==> config.mk <==
export PLATFORM = sky130hd
export DESIGN_NAME = spi_byte_engine
export DESIGN_NICKNAME = d
export VERILOG_FILES = /design/src/rtl/spi_byte_engine.sv
export SDC_FILE = /design/constraint.sdc
export NUM_CORES = 1
export LEC_CHECK = 0
export CAP_MARGIN = 20
export CORE_MARGIN = 10
export CORE_UTILIZATION = 60
export CTS_BUF_LIST = sky130_fd_sc_hd__clkbuf_4
export CTS_CLUSTER_DIAMETER = 40
export CTS_CLUSTER_SIZE = 24
export DETAILED_ROUTE_END_ITERATION = 7
export DONT_BUFFER_PORTS = 1
export GPL_TIMING_DRIVEN = 1
export PLACE_DENSITY = 0.86
export SLEW_MARGIN = 20
export SYNTH_ARGS = -nofsm -noshare
export SYNTH_HDL_FRONTEND = slang
export SYNTH_SLANG_ARGS = --single-unit
==> constraint.sdc <==
create_clock -name clk -period 5 [get_ports clk]
set_input_delay 1 -clock clk [delete_from_list [all_inputs] [get_ports clk]]
set_output_delay 1 -clock clk [all_outputs]
set_load 0.03 [all_outputs]
==> src/rtl/spi_byte_engine.sv <==
// Byte-wide SPI master, mode 0, with selectable slow/fast sclk divider.
// One byte per accepted start; every output comes straight from a register.
module spi_byte_engine #(
  parameter int DIV_SLOW = 62,
  parameter int DIV_FAST = 1
) (
  input  logic       clk,
  input  logic       rst,
  input  logic       start,
  input  logic [7:0] txd,
  input  logic       speed,
  input  logic       cs_req,
  output logic [7:0] rxd,
  output logic       rdy,
  output logic       busy,
  output logic       sclk,
  output logic       mosi,
  input  logic       miso,
  output logic       cs_n
);

  typedef enum logic [1:0] {IDLE, LOW, HIGH, DONE} state_t;

  localparam logic [7:0] DIV_SLOW_L = 8'(DIV_SLOW);
  localparam logic [7:0] DIV_FAST_L = 8'(DIV_FAST);

  state_t     state_reg, state_next;
  logic [7:0] shift_reg, shift_next;
  logic [7:0] rx_reg, rx_next;
  logic [7:0] div_reg, div_next;
  logic [7:0] half_cnt_reg, half_cnt_next;
  logic [2:0] bit_cnt_reg, bit_cnt_next;
  logic [7:0] rxd_reg, rxd_next;
  logic       rdy_reg, rdy_next;
  logic       busy_reg, busy_next;
  logic       sclk_reg, sclk_next;
  logic       mosi_reg, mosi_next;
  logic       cs_n_reg, cs_n_next;
  // A start that collides with a chip-select change is held here for one cycle.
  logic       pend_reg, pend_next;
  logic [7:0] pend_txd_reg, pend_txd_next;
  logic       pend_speed_reg, pend_speed_next;
  logic [7:0] use_txd;
  logic [7:0] use_div;

  always_ff @(posedge clk) begin
    if (rst) begin
      state_reg      <= IDLE;
      shift_reg      <= 8'hFF;
      rx_reg         <= 8'h00;
      div_reg        <= 8'h00;
      half_cnt_reg   <= 8'h00;
      bit_cnt_reg    <= 3'd0;
      rxd_reg        <= 8'h00;
      rdy_reg        <= 1'b0;
      busy_reg       <= 1'b0;
      sclk_reg       <= 1'b0;
      mosi_reg       <= 1'b1;
      cs_n_reg       <= 1'b1;
      pend_reg       <= 1'b0;
      pend_txd_reg   <= 8'hFF;
      pend_speed_reg <= 1'b0;
    end else begin
      state_reg      <= state_next;
      shift_reg      <= shift_next;
      rx_reg         <= rx_next;
      div_reg        <= div_next;
      half_cnt_reg   <= half_cnt_next;
      bit_cnt_reg    <= bit_cnt_next;
      rxd_reg        <= rxd_next;
      rdy_reg        <= rdy_next;
      busy_reg       <= busy_next;
      sclk_reg       <= sclk_next;
      mosi_reg       <= mosi_next;
      cs_n_reg       <= cs_n_next;
      pend_reg       <= pend_next;
      pend_txd_reg   <= pend_txd_next;
      pend_speed_reg <= pend_speed_next;
    end
  end

  always_comb begin
    state_next      = state_reg;
    shift_next      = shift_reg;
    rx_next         = rx_reg;
    div_next        = div_reg;
    half_cnt_next   = half_cnt_reg;
    bit_cnt_next    = bit_cnt_reg;
    rxd_next        = rxd_reg;
    rdy_next        = 1'b0;
    busy_next       = busy_reg;
    sclk_next       = sclk_reg;
    mosi_next       = mosi_reg;
    cs_n_next       = cs_n_reg;
    pend_next       = pend_reg;
    pend_txd_next   = pend_txd_reg;
    pend_speed_next = pend_speed_reg;
    use_txd         = pend_reg ? pend_txd_reg : txd;
    use_div         = (pend_reg ? pend_speed_reg : speed) ? DIV_FAST_L : DIV_SLOW_L;

    case (state_reg)
      IDLE: begin
        sclk_next = 1'b0;
        mosi_next = 1'b1;
        if (cs_n_reg != ~cs_req) begin
          // Chip select moves first; a simultaneous start waits one cycle.
          cs_n_next = ~cs_req;
          if (start && !pend_reg) begin
            pend_next       = 1'b1;
            pend_txd_next   = txd;
            pend_speed_next = speed;
          end
        end else if (start || pend_reg) begin
          pend_next     = 1'b0;
          shift_next    = use_txd;
          div_next      = use_div;
          half_cnt_next = use_div;
          bit_cnt_next  = 3'd0;
          mosi_next     = use_txd[7];
          busy_next     = 1'b1;
          state_next    = LOW;
        end
      end
      LOW: begin
        if (half_cnt_reg == 8'd0) begin
          sclk_next     = 1'b1;
          rx_next       = {rx_reg[6:0], miso};
          half_cnt_next = div_reg;
          state_next    = HIGH;
        end else begin
          half_cnt_next = half_cnt_reg - 8'd1;
        end
      end
      HIGH: begin
        if (half_cnt_reg == 8'd0) begin
          sclk_next     = 1'b0;
          half_cnt_next = div_reg;
          if (bit_cnt_reg == 3'd7) begin
            rxd_next   = rx_reg;
            rdy_next   = 1'b1;
            mosi_next  = 1'b1;
            state_next = DONE;
          end else begin
            shift_next   = {shift_reg[6:0], 1'b1};
            mosi_next    = shift_reg[6];
            bit_cnt_next = bit_cnt_reg + 3'd1;
            state_next   = LOW;
          end
        end else begin
          half_cnt_next = half_cnt_reg - 8'd1;
        end
      end
      DONE: begin
        busy_next  = 1'b0;
        state_next = IDLE;
      end
      default: state_next = IDLE;
    endcase
  end

  assign rxd  = rxd_reg;
  assign rdy  = rdy_reg;
  assign busy = busy_reg;
  assign sclk = sclk_reg;
  assign mosi = mosi_reg;
  assign cs_n = cs_n_reg;

endmodule

==> implementation parameters <==
Parameter                              Value

Drt
  Number of vias per cell after detailed routing    6.26
  Total via count after detailed routing    2086
  Met3 routed wirelength    310 um
  Final wirelength    5460 um
  Remaining DRCs    0
  Met2 routed WL    2610 um
  DR pass1 iterations    4
  Routed metal-1 wire length    2470 um
  Average wire length per cell after detail routing    16.4 um
  Routed Antenna Nets    0
  Number of violations reported at the end of detailed-routing iteration 0    104
  Max Used Layer    met4

Min path
  Worst min-delay path endpoint    rx_reg[7]
  Hold-critical path depth    2
  Kind of path behind the tightest hold check    reg2reg
  Launch point of the worst hold path    rx_reg[7]

Timing
  Number of endpoints failing setup at the final stage    0
  Slew @ Worst Pin    1070 ps
  Final Critical Period    2530 ps
  Final cycle utilization of the critical path    50.7%
  Number of max-slew violations in the final report    0
  Setup clock skew after layout    12.9 ps
  Hold slack final    466 ps
  Max transition margin    27.6%
  Post-route worst setup slack    2470 ps
  Setup TNS after final layout    0 ps
  Highest clock rate    0.395 GHz
  Setup repair after global routing missed its margin    false
  Total count of hold-check failures in the final report    0

Yosys
  Top-area cell type share of the netlist area    40.6%
  Number of synthesized register bits    53
  Cell types with the largest area share after synthesis    sky130_fd_sc_hd__dfxtp_1, sky130_fd_sc_hd__mux2i_1, sky130_fd_sc_hd__ha_1
  Mean instance size in the synthesized netlist    8.88 um2
  Share of async-settable or async-resettable flops after synthesis    0%
  Nets in the synthesized netlist    318
  Top cell type by total area after synthesis    sky130_fd_sc_hd__dfxtp_1
  Netlist Area Pre-Place    0.00261 mm2
  Number of different library cells in the post-synthesis netlist    46
  Share of the yosys chip area belonging to registers    40.6%
  Warning count from the yosys run    0
  Cell count after synthesis    294
  Number of enable flip-flop cells after synthesis    0
  Most used flip-flop cell after synthesis    sky130_fd_sc_hd__dfxtp_1

Placed design
  Number of buffer cells added on primary ports    0
  RePlAce Congestion    0.805
  Detailed placement HPWL    3780 um
  Post-Place Setup Slack    2170 ps
  Number of placed cells counting well taps    326

Global routing
  Number of global-route vias before repair    2025
  All-Layer GR Usage    14.8%
  Remaining global-route overflow    0
  Maximum number of pins on one net before global-route repair    55
  Antenna violations before repair    0
  First-pass GRT wire length    9250 um

Setup path
  CP arrival    2850 ps
  Maximum fanout encountered on the critical timing path    7
  CP Capture Type    flip-flop
  Reg-to-reg startpoint    half_cnt_reg[0]
  Reg2reg path depth    6
  Reg2Reg Setup Slack    2470 ps
  Crit Path Class    reg2reg
  Reg2Reg Capture Point    bit_cnt_reg[0]
  Required time at the endpoint of the critical path    5320 ps
  Startpoint kind of the worst setup timing path    flip-flop

Final layout
  Highest-count cells in the layout ignoring fill and taps    sky130_fd_sc_hd__dfxtp_1, sky130_fd_sc_hd__nand2_1, sky130_fd_sc_hd__a21oi_1
  Final cell utilization of the core    64.2%
  Final antenna diode count    0
  Area taken by multi-input logic gates    0.00144 mm2
  Fraction of layout instances using a drive strength above 1    5.30%
  Post-layout nets    307
  Synth-to-Final Area Change    1.25%
  Most frequent standard cell in the layout excluding fill and tap cells    sky130_fd_sc_hd__dfxtp_1
  Fin cells    333
  Register area    0.00106 mm2
  Total of fill cells in the finished design    344

Die
  Die Area    0.00739 mm2
  Placeable Area    0.00412 mm2
  Die span in x    86.0 um
  Core Rows    23
  Die boundary height    86.0 um
  Initial core utilization    63.5%
  IO Pins    27

CTS
  Post-CTS Hold Fix Bufs    0
  Clk pin slew, worst setup/hold paths    130 ps
  Clock latency of the later-clocked register in the worst-skew pair    370 ps
  Clock tree from TritonCTS    yes
  Number of buffers added by the clock tree synthesis step    5
  Bufs on Longest Clock Path    2
  Post-CTS setup buffer count    0
  Buffer cell driving the clock tree root    sky130_fd_sc_hd__clkbuf_4
  Resize count post-CTS    0
  Clock sink count    53
  H-tree Lvls    2

Power and ir drop
  Highest ir drop seen on vdd    0.278 mV
  Standby leakage power    0.937 nW
  Power density cells    606 mW/mm2

Flow run
  Max-Cap Viols    0

Status
  Outcome    finished clean
[layer usage]
layer | global-route usage [%] | vias to the layer above
li1 | - | 1050
met1 | 17.5 | 980
met2 | 24.2 | 49
met3 | 4.35 | 7
met4 | 6.29 | 0
met5 | 0 | -
[power by group]
part | internal [W] | leakage [nW] | switching [W]
Clock | 0.0000569 | 0.0292 | 0.000128
Sequential | 0.000519 | 0.433 | 0.000118
Combinational | 0.000300 | 0.475 | 0.000481
Total | 0.000875 | 0.937 | 0.000727
[Yosys cell counts (3+ instances only)]
| library cell | number |
|---|---|
| sky130_fd_sc_hd__nand2b_1 | 4 |
| sky130_fd_sc_hd__a21oi_1 | 20 |
| sky130_fd_sc_hd__inv_1 | 8 |
| sky130_fd_sc_hd__nor2_1 | 18 |
| sky130_fd_sc_hd__o21bai_1 | 3 |
| sky130_fd_sc_hd__and3_1 | 8 |
| sky130_fd_sc_hd__nand2_1 | 22 |
| sky130_fd_sc_hd__a211o_1 | 14 |
| sky130_fd_sc_hd__a31oi_1 | 5 |
| sky130_fd_sc_hd__nor3_1 | 8 |
| sky130_fd_sc_hd__o211ai_1 | 4 |
| sky130_fd_sc_hd__ha_1 | 10 |
| sky130_fd_sc_hd__a211oi_1 | 3 |
| sky130_fd_sc_hd__o21ai_0 | 18 |
| sky130_fd_sc_hd__nand4_1 | 3 |
| sky130_fd_sc_hd__xor2_1 | 3 |
| sky130_fd_sc_hd__clkbuf_1 | 15 |
| sky130_fd_sc_hd__mux2i_1 | 16 |
| sky130_fd_sc_hd__or3_1 | 3 |
| sky130_fd_sc_hd__dfxtp_1 | 53 |
| sky130_fd_sc_hd__nand3_1 | 14 |
| sky130_fd_sc_hd__nor2b_1 | 10 |
[kinds of logic after synthesis]
group,Yosys count,share of synthesized area (%)
AO/OA/AOI/OAI,84,22.1
XOR/XNOR,4,1.34
adder cells (fa/ha/maj),10,4.79
buffers and inverters,26,4.36
flip-flops,53,40.6
multiplexers,18,7.00
AND/OR/NAND/NOR,99,19.7
[worst max-delay path by stage]
stage	cells past startpoint	to	slack, ps	startpoint
global placement	4	shift_reg[4]	2210	cs_req
global route	6	bit_cnt_reg[0]	2260	half_cnt_reg[0]
detailed placement	4	shift_reg[1]	2170	cs_req
CTS	4	shift_reg[6]	2440	pend_reg
floorplan	5	pend_txd_reg[5]	2540	cs_req
finish	6	bit_cnt_reg[0]	2470	half_cnt_reg[0]
[critical path, stage by stage (launching register included)]
cell                      delay [ps]
sky130_fd_sc_hd__dfxtp_1         400
sky130_fd_sc_hd__inv_1           110
sky130_fd_sc_hd__ha_1            150
sky130_fd_sc_hd__nor4b_1         860
sky130_fd_sc_hd__nand3_1         250
sky130_fd_sc_hd__nor4_1          460
sky130_fd_sc_hd__mux2_2          250
[cell type report]
cell class,count,area share [%]
multi-input combinational,215,54.5
sequential,53,40.1
tap,50,2.37
clock buffer,6,1.70
inverter,8,1.14
clock inverter,1,0.142
[through the flow]
| stage | instance area, um2 | total power (W) |
|---|---|---|
| detailed placement | 2590 | 0.00141 |
| finish | 2640 | 0.00160 |
| floorplan | 2610 | 0.00128 |
| global route | 2640 | 0.00172 |
| global placement | 2590 | 0.00138 |
| CTS | 2640 | 0.00159 |
No activity file was read; power rests on OpenSTA's default activity.
